<file path="src/rtl/nco_mod_cnt_if.sv">
// Port bundle for nco_mod_cnt: divider/counter controls from the master,
// counter value and pulses back from the slave.
interface nco_mod_cnt_if #(
  parameter int NCO_W = 32,
  parameter int CNT_W = 6
);
  logic [NCO_W-1:0] num;
  logic             en;
  logic             src_sel;
  logic             tick_in;
  logic             up;
  logic [CNT_W-1:0] max;
  logic             load;
  logic [CNT_W-1:0] load_val;
  logic [CNT_W-1:0] out;
  logic             tick;
  logic             carry;

  modport master (
    output num, en, src_sel, tick_in, up, max, load, load_val,
    input  out, tick, carry
  );

  modport slave (
    input  num, en, src_sel, tick_in, up, max, load, load_val,
    output out, tick, carry
  );
endinterface

</file>
<file path="src/rtl/nco_mod_cnt.sv">
// Modulo 0..max up/down counter stepped by an internal NCO tick divider or an
// external strobe; carry pulses on wrap/borrow so stages can be cascaded.
module nco_mod_cnt #(
  parameter int NCO_W = 32,
  parameter int CNT_W = 6
) (
  input  logic            clk,
  input  logic            rst,
  nco_mod_cnt_if.slave    bus
);

  localparam logic [NCO_W-1:0] ACC_ONE = NCO_W'(1);
  localparam logic [CNT_W-1:0] CNT_ONE = CNT_W'(1);

  logic [NCO_W-1:0] acc_q, acc_d;
  logic [CNT_W-1:0] out_q, out_d;
  logic             tick_q, tick_d;
  logic             carry_q, carry_d;

  logic [NCO_W-1:0] term_cnt;
  logic             term;
  logic             step;

  // num of 0 behaves like 1; >= lets a lowered num terminate immediately
  assign term_cnt = (bus.num == '0) ? '0 : (bus.num - ACC_ONE);
  assign term     = (acc_q >= term_cnt);
  assign step     = bus.src_sel ? bus.tick_in : tick_q;

  always_comb begin
    acc_d   = acc_q;
    out_d   = out_q;
    tick_d  = 1'b0;
    carry_d = 1'b0;
    if (bus.load) begin
      out_d = bus.load_val;
      acc_d = '0;
    end else if (bus.en) begin
      if (term) begin
        acc_d  = '0;
        tick_d = 1'b1;
      end else begin
        acc_d  = acc_q + ACC_ONE;
      end
      // compare before stepping so max = all-ones never overflows
      if (step) begin
        if (bus.up) begin
          if (out_q >= bus.max) begin
            out_d   = '0;
            carry_d = 1'b1;
          end else begin
            out_d   = out_q + CNT_ONE;
          end
        end else begin
          if (out_q == '0) begin
            out_d   = bus.max;
            carry_d = 1'b1;
          end else if (out_q > bus.max) begin
            out_d   = bus.max;
          end else begin
            out_d   = out_q - CNT_ONE;
          end
        end
      end
    end
  end

  always_ff @(posedge clk) begin
    if (rst) begin
      acc_q   <= '0;
      out_q   <= '0;
      tick_q  <= 1'b0;
      carry_q <= 1'b0;
    end else begin
      acc_q   <= acc_d;
      out_q   <= out_d;
      tick_q  <= tick_d;
      carry_q <= carry_d;
    end
  end

  assign bus.out   = out_q;
  assign bus.tick  = tick_q;
  assign bus.carry = carry_q;

endmodule
</file>
<file path="src/flat_wrapper.sv">
// flat-port wrapper written by rule: the top's interface ports become plain ports
module nco_mod_cnt_flat 
#(
  parameter int NCO_W = 32,
  parameter int CNT_W = 6
)
  (clk, rst, bus_num, bus_en, bus_src_sel, bus_tick_in, bus_up, bus_max, bus_load, bus_load_val, bus_out, bus_tick, bus_carry);
  nco_mod_cnt_if #(.NCO_W(NCO_W), .CNT_W(CNT_W)) bus_i ();
  input  logic clk;
  input  logic rst;
  input wire logic [$bits(bus_i.num)-1:0] bus_num;
  input wire logic [$bits(bus_i.en)-1:0] bus_en;
  input wire logic [$bits(bus_i.src_sel)-1:0] bus_src_sel;
  input wire logic [$bits(bus_i.tick_in)-1:0] bus_tick_in;
  input wire logic [$bits(bus_i.up)-1:0] bus_up;
  input wire logic [$bits(bus_i.max)-1:0] bus_max;
  input wire logic [$bits(bus_i.load)-1:0] bus_load;
  input wire logic [$bits(bus_i.load_val)-1:0] bus_load_val;
  output wire logic [$bits(bus_i.out)-1:0] bus_out;
  output wire logic [$bits(bus_i.tick)-1:0] bus_tick;
  output wire logic [$bits(bus_i.carry)-1:0] bus_carry;
  assign bus_i.num = bus_num;
  assign bus_i.en = bus_en;
  assign bus_i.src_sel = bus_src_sel;
  assign bus_i.tick_in = bus_tick_in;
  assign bus_i.up = bus_up;
  assign bus_i.max = bus_max;
  assign bus_i.load = bus_load;
  assign bus_i.load_val = bus_load_val;
  assign bus_out = bus_i.out;
  assign bus_tick = bus_i.tick;
  assign bus_carry = bus_i.carry;
  nco_mod_cnt #(.NCO_W(NCO_W), .CNT_W(CNT_W)) u_core (.clk(clk), .rst(rst), .bus(bus_i));
endmodule
</file>
<file path="config.mk">
export PLATFORM = sky130hd
export DESIGN_NAME = nco_mod_cnt_flat
export DESIGN_NICKNAME = d
export VERILOG_FILES = /design/src/rtl/nco_mod_cnt_if.sv /design/src/rtl/nco_mod_cnt.sv /design/src/flat_wrapper.sv
export SDC_FILE = /design/constraint.sdc
export NUM_CORES = 1
export LEC_CHECK = 0
export CORE_ASPECT_RATIO = 0.5
export CORE_MARGIN = 2
export CORE_UTILIZATION = 35
export DETAILED_ROUTE_END_ITERATION = 6
export PLACE_DENSITY_LB_ADDON = 0.15
export SLEW_MARGIN = 20
export SYNTH_ARGS = -nofsm -noshare
export SYNTH_HDL_FRONTEND = slang
export SYNTH_SLANG_ARGS = --single-unit
</file>
<file path="constraint.sdc">
create_clock -name clk -period 4.9 [get_ports clk]
set_input_delay 0.98 -clock clk [delete_from_list [all_inputs] [get_ports clk]]
set_output_delay 0.98 -clock clk [all_outputs]
set_load 0.02 [all_outputs]
</file>
==> results of run 1 <==
cell families after synthesis:
| logic type | Yosys count | synth area share (%) |
|---|---|---|
| buffers and inverters | 30 | 3.16 |
| XOR/XNOR | 56 | 13.0 |
| flip-flops | 40 | 21.3 |
| adder cells (fa/ha/maj) | 44 | 14.6 |
| AO/OA/AOI/OAI | 86 | 15.6 |
| AND/OR/NAND/NOR | 233 | 31.8 |
| multiplexers | 2 | 0.532 |
critical path: stages:
cell and delay (ns):
clkdlybuf4s50_1 0.42, or3_4 0.40, or3_1 0.40, nor4_4 0.33
nand2_1 0.21, nand2_1 0.13, ha_1 0.24, a21o_1 0.18
a211oi_1 0.25, o21ai_0 0.18, a2111o_1 0.49, a21oi_1 0.24
and3b_1 0.20
how the worst max path moves through the flow:
stage	startpoint	endpoint	slack, ns
after floorplan	bus_num[25]	u_core.acc_q[22]$_SDFFE_PP0P_	0.60
after global placement	bus_num[15]	u_core.acc_q[31]$_SDFFE_PP0P_	0.07
after detailed placement	bus_num[13]	u_core.acc_q[10]$_SDFFE_PP0P_	0.09
after CTS	bus_num[25]	u_core.bus.tick$_SDFF_PP0_	0.37
after global routing	bus_num[13]	u_core.acc_q[22]$_SDFFE_PP0P_	0.10
final	bus_num[25]	u_core.bus.tick$_SDFF_PP0_	0.41
metal layers:
layer  vias to the layer above  wire length (um)  track usage [%]
met2                        86              4420             27.8
li1                       1904                 -                -
met3                        23               472             3.04
met4                         0               195             5.33
met1                      1652              5010             24.5
met5                         -                 0                0
synth_stat cells (all sizes together) (12+ instances only):
master  count
nor2       55
xnor2      19
a21oi      27
nand2      52
clkbuf     12
inv        13
dfxtp      40
nand4      20
o21ai      15
nand3      22
ha         44
xor2       37
nor3       25
state kept, by name (all words and copies together) (netlist names):
signal / cells
u_core.bus.out: 6
u_core.acc_q: 32
u_core.bus.tick: 1
u_core.bus.carry: 1
power by group through the flow:
stage	combinational, mW	clock (mW)	sequential [mW]
2_1_floorplan	0.108	0	0.348
3_3_place_gp	0.195	0	0.349
3_5_place_dp	0.197	0	0.348
4_1_cts	0.198	0.338	0.341
5_1_grt	0.220	0.355	0.342
6_report	0.198	0.332	0.341
per-stage QoR:
step	std cells	util [%]	hold WS [ns]	total power [mW]	area (sq um)
floorplan	491	-	0.483	0.456	3760
detailed placement	687	44.2	0.525	0.545	4570
global route	695	45.7	0.555	0.917	4720
CTS	695	45.7	0.537	0.878	4720
global placement	687	44.2	0.527	0.544	4570
finish	695	45.7	0.537	0.871	4720
final cells by class:
class	instances	share of cell area, %
Timing Repair Buffer	73	14.9
Clock inverter	3	0.503
Sequential cell	40	17.0
Clock buffer	5	2.65
Tap cell	140	3.71
Inverter	13	1.03
Multi-Input combinational cell	421	60.2
placed cells by master, fill, tap and decap left out, drive strengths merged, types with 3 or more instances in the layout:
cell,instances
dfxtp,40
nand3b,3
a21oi,27
or3,7
nand4,20
o21ai,15
inv,13
clkbuf,5
nand2b,9
and4,6
o21a,8
ha,44
nor2b,9
nand2,52
and3,7
nor2,55
nor3,25
xor2,37
a21o,6
xnor2,19
clkdlybuf4s50,58
a311oi,5
nor4,9
buf,15
nand3,22
==> results_tabular.tex, run 1 <==
\begin{tabular}{lr}
\hline
Metric & Value \\
\hline
\multicolumn{2}{l}{\textbf{Timing}} \\
\quad Count of pins over their slew limit & 0 \\
\quad Aggregate negative setup slack & 0 ns \\
\quad Fin crit period & about 4.5 ns \\
\quad Count of final setup violators & 0 \\
\quad Max-slew headroom at the worst pin & between 50\% and 60\% \\
\quad Endpoints failing hold & 0 \\
\quad PnR worst setup slack & approximately 0.41 ns \\
\quad Final setup skew & just over 0.005 ns \\
\quad Final worst-path cycle share & between 90\% and 100\% \\
\quad Unrepaired setup endpoints after global routing & no \\
\quad Max Freq & around 220 MHz \\
\quad Tightest Pin Transition & 0.663 ns \\
\multicolumn{2}{l}{\textbf{Detailed routing}} \\
\quad Total wire length & 10.1 mm \\
\quad Via density per instance & roughly 5.3 \\
\quad Pre-antenna DRT Iters & 5 \\
\quad Total vias in the final route & roughly 3,700 \\
\quad Initial DRC count & 143 \\
\quad Residual DRC count & 0 \\
\quad Average wire per standard cell & $\sim$15 um \\
\quad Number of routed nets with antenna violations & 0 \\
\multicolumn{2}{l}{\textbf{Cells and area}} \\
\quad Filler cell count & about 1,100 \\
\quad Number of nets in the finished design & roughly 650 \\
\quad Area of combinational cells with multiple inputs & 2840 sq um \\
\quad \# diodes & 0 \\
\quad FF/Latch Area & $\sim$800 sq um \\
\quad Fraction of layout cells with a size suffix above 1 & 5.77\% \\
\quad Synth-to-Final Area Change & 25.5\% \\
\multicolumn{2}{l}{\textbf{Clock tree}} \\
\quad Clock buffers created by TritonCTS & 5 \\
\quad Post-CTS repair timing setup buffer count & 0 \\
\quad Maximum level of the CTS H-tree & 2 \\
\quad CTS tree & yes \\
\quad Cells resized by post-CTS repair & 0 \\
\quad Clock buffer depth & 2 \\
\quad Buffer type at the clock tree root & clkbuf\_16 \\
\quad Post-cts hold buffer count & 0 \\
\quad Latest clock arrival within the worst-skew pair & 0.29 ns \\
\quad Count of clock tree sinks & 40 \\
\quad Clock transition at the register clock pins on the worst setup and hold paths after CTS & about 0.060 ns \\
\multicolumn{2}{l}{\textbf{Global route}} \\
\quad Global-route usage over all layers & roughly 18\% \\
\quad Remaining global-route overflow & 0 \\
\quad Number of global-route vias before repair & around 3,400 \\
\quad First-pass GRT wire length & around 16 mm \\
\quad Initial antenna violation count & 0 \\
\quad Maximum number of pins on one net before global-route repair & 29 \\
\multicolumn{2}{l}{\textbf{Setup path}} \\
\quad Reg2Reg Launch Point & u\_core.acc\_q[0]\$\_SDFFE\_PP0P\_ \\
\quad Crit path arrival time & about 4.7 ns \\
\quad Setup CP Type & in2reg \\
\quad Crit Reg-Reg Endpoint & u\_core.bus.tick\$\_SDFF\_PP0\_ \\
\quad Reg-to-reg setup timing slack & approximately 2.4 ns \\
\quad Sort of element at the end of the critical path & flop \\
\quad Worst Setup Start Kind & input pin \\
\quad Data required time of the critical path & just over 5 ns \\
\quad Maximum fanout along the worst path & 7 \\
\quad Worst-case reg-to-reg path depth & 8 \\
\multicolumn{2}{l}{\textbf{Logic synthesis}} \\
\quad Total of flip-flops plus latches after synthesis & 40 \\
\quad Share of synthesized registers carrying an async set or reset & 0\% \\
\quad Sequential share of the synthesized area & around a fifth \\
\quad Library cell with the largest summed area after synthesis & dfxtp\_1 \\
\quad Mean Syn Cell Area & between 7 and 8 sq um \\
\quad Prevailing post-synth register cell & dfxtp\_1 \\
\quad Distinct cell type count after synthesis & 54 \\
\quad Syn\_nets & approximately 600 \\
\quad Share of the synthesized area in the top cell type & 21.3\% \\
\quad Synthesis warning total & 0 \\
\quad Number of flops mapped to enable cells by yosys & 0 \\
\quad Post-Synthesis Cells & around 490 \\
\quad Cell area after technology mapping & between 3000 and 4000 sq um \\
\quad Top area cells in the synthesized netlist & dfxtp\_1, ha\_1, xor2\_1, nor2\_1, nand2\_1 \\
\multicolumn{2}{l}{\textbf{Place}} \\
\quad Minimum setup slack after placement & just under 0.09 ns \\
\quad HPWL Detailed & 7.99 mm \\
\quad Placer's final routability congestion estimate & about 0.86 \\
\quad Count of input and output buffers & 58 \\
\multicolumn{2}{l}{\textbf{Outcome}} \\
\quad Outcome & finished, final reports clean \\
\multicolumn{2}{l}{\textbf{Power and ir drop}} \\
\quad Static leakage & around 1.9 nW \\
\quad Worst ir drop on vdd & 103 uV \\
\quad Proportion of power drawn by flip-flops and latches & between 30\% and 40\% \\
\quad Areal power density over the cells & 184 nW/um\^{}2 \\
\quad Net switching power & 0.251 mW \\
\quad Combinational share of power & about 23\% \\
\quad Switching share of power & 28.8\% \\
\quad Cell-internal power & between 0.6 and 0.7 mW \\
\quad Proportion of power drawn by the clock network & roughly two fifths \\
\multicolumn{2}{l}{\textbf{Worst hold path}} \\
\quad Worst Hold Launch & u\_core.acc\_q[3]\$\_SDFFE\_PP0P\_ \\
\quad Tightest Hold Check Type & reg2reg \\
\quad Hold path depth & 2 \\
\quad Hold Path End & u\_core.acc\_q[3]\$\_SDFFE\_PP0P\_ \\
\multicolumn{2}{l}{\textbf{Floorplanning}} \\
\quad Site Rows & 26 \\
\quad Starting Density & between 30\% and 40\% \\
\quad Die height & 77.3 um \\
\quad Core footprint & roughly 10,000 sq um \\
\quad Die boundary width & 151 um \\
\quad Number of top-level pins & 59 \\
\quad Floorplan die area & $\sim$12,000 sq um \\
\multicolumn{2}{l}{\textbf{Flow run}} \\
\quad \# Max-Cap Violations & 0 \\
\hline
\end{tabular}
(Power assumes the default switching activity.)
==> inputs of run 2 (changes only) <==
- ABC_CLOCK_PERIOD_IN_PS: not set -> 4900
==> results of run 2 <==
Final layout, timing and power as in run 1 (identical DEF).
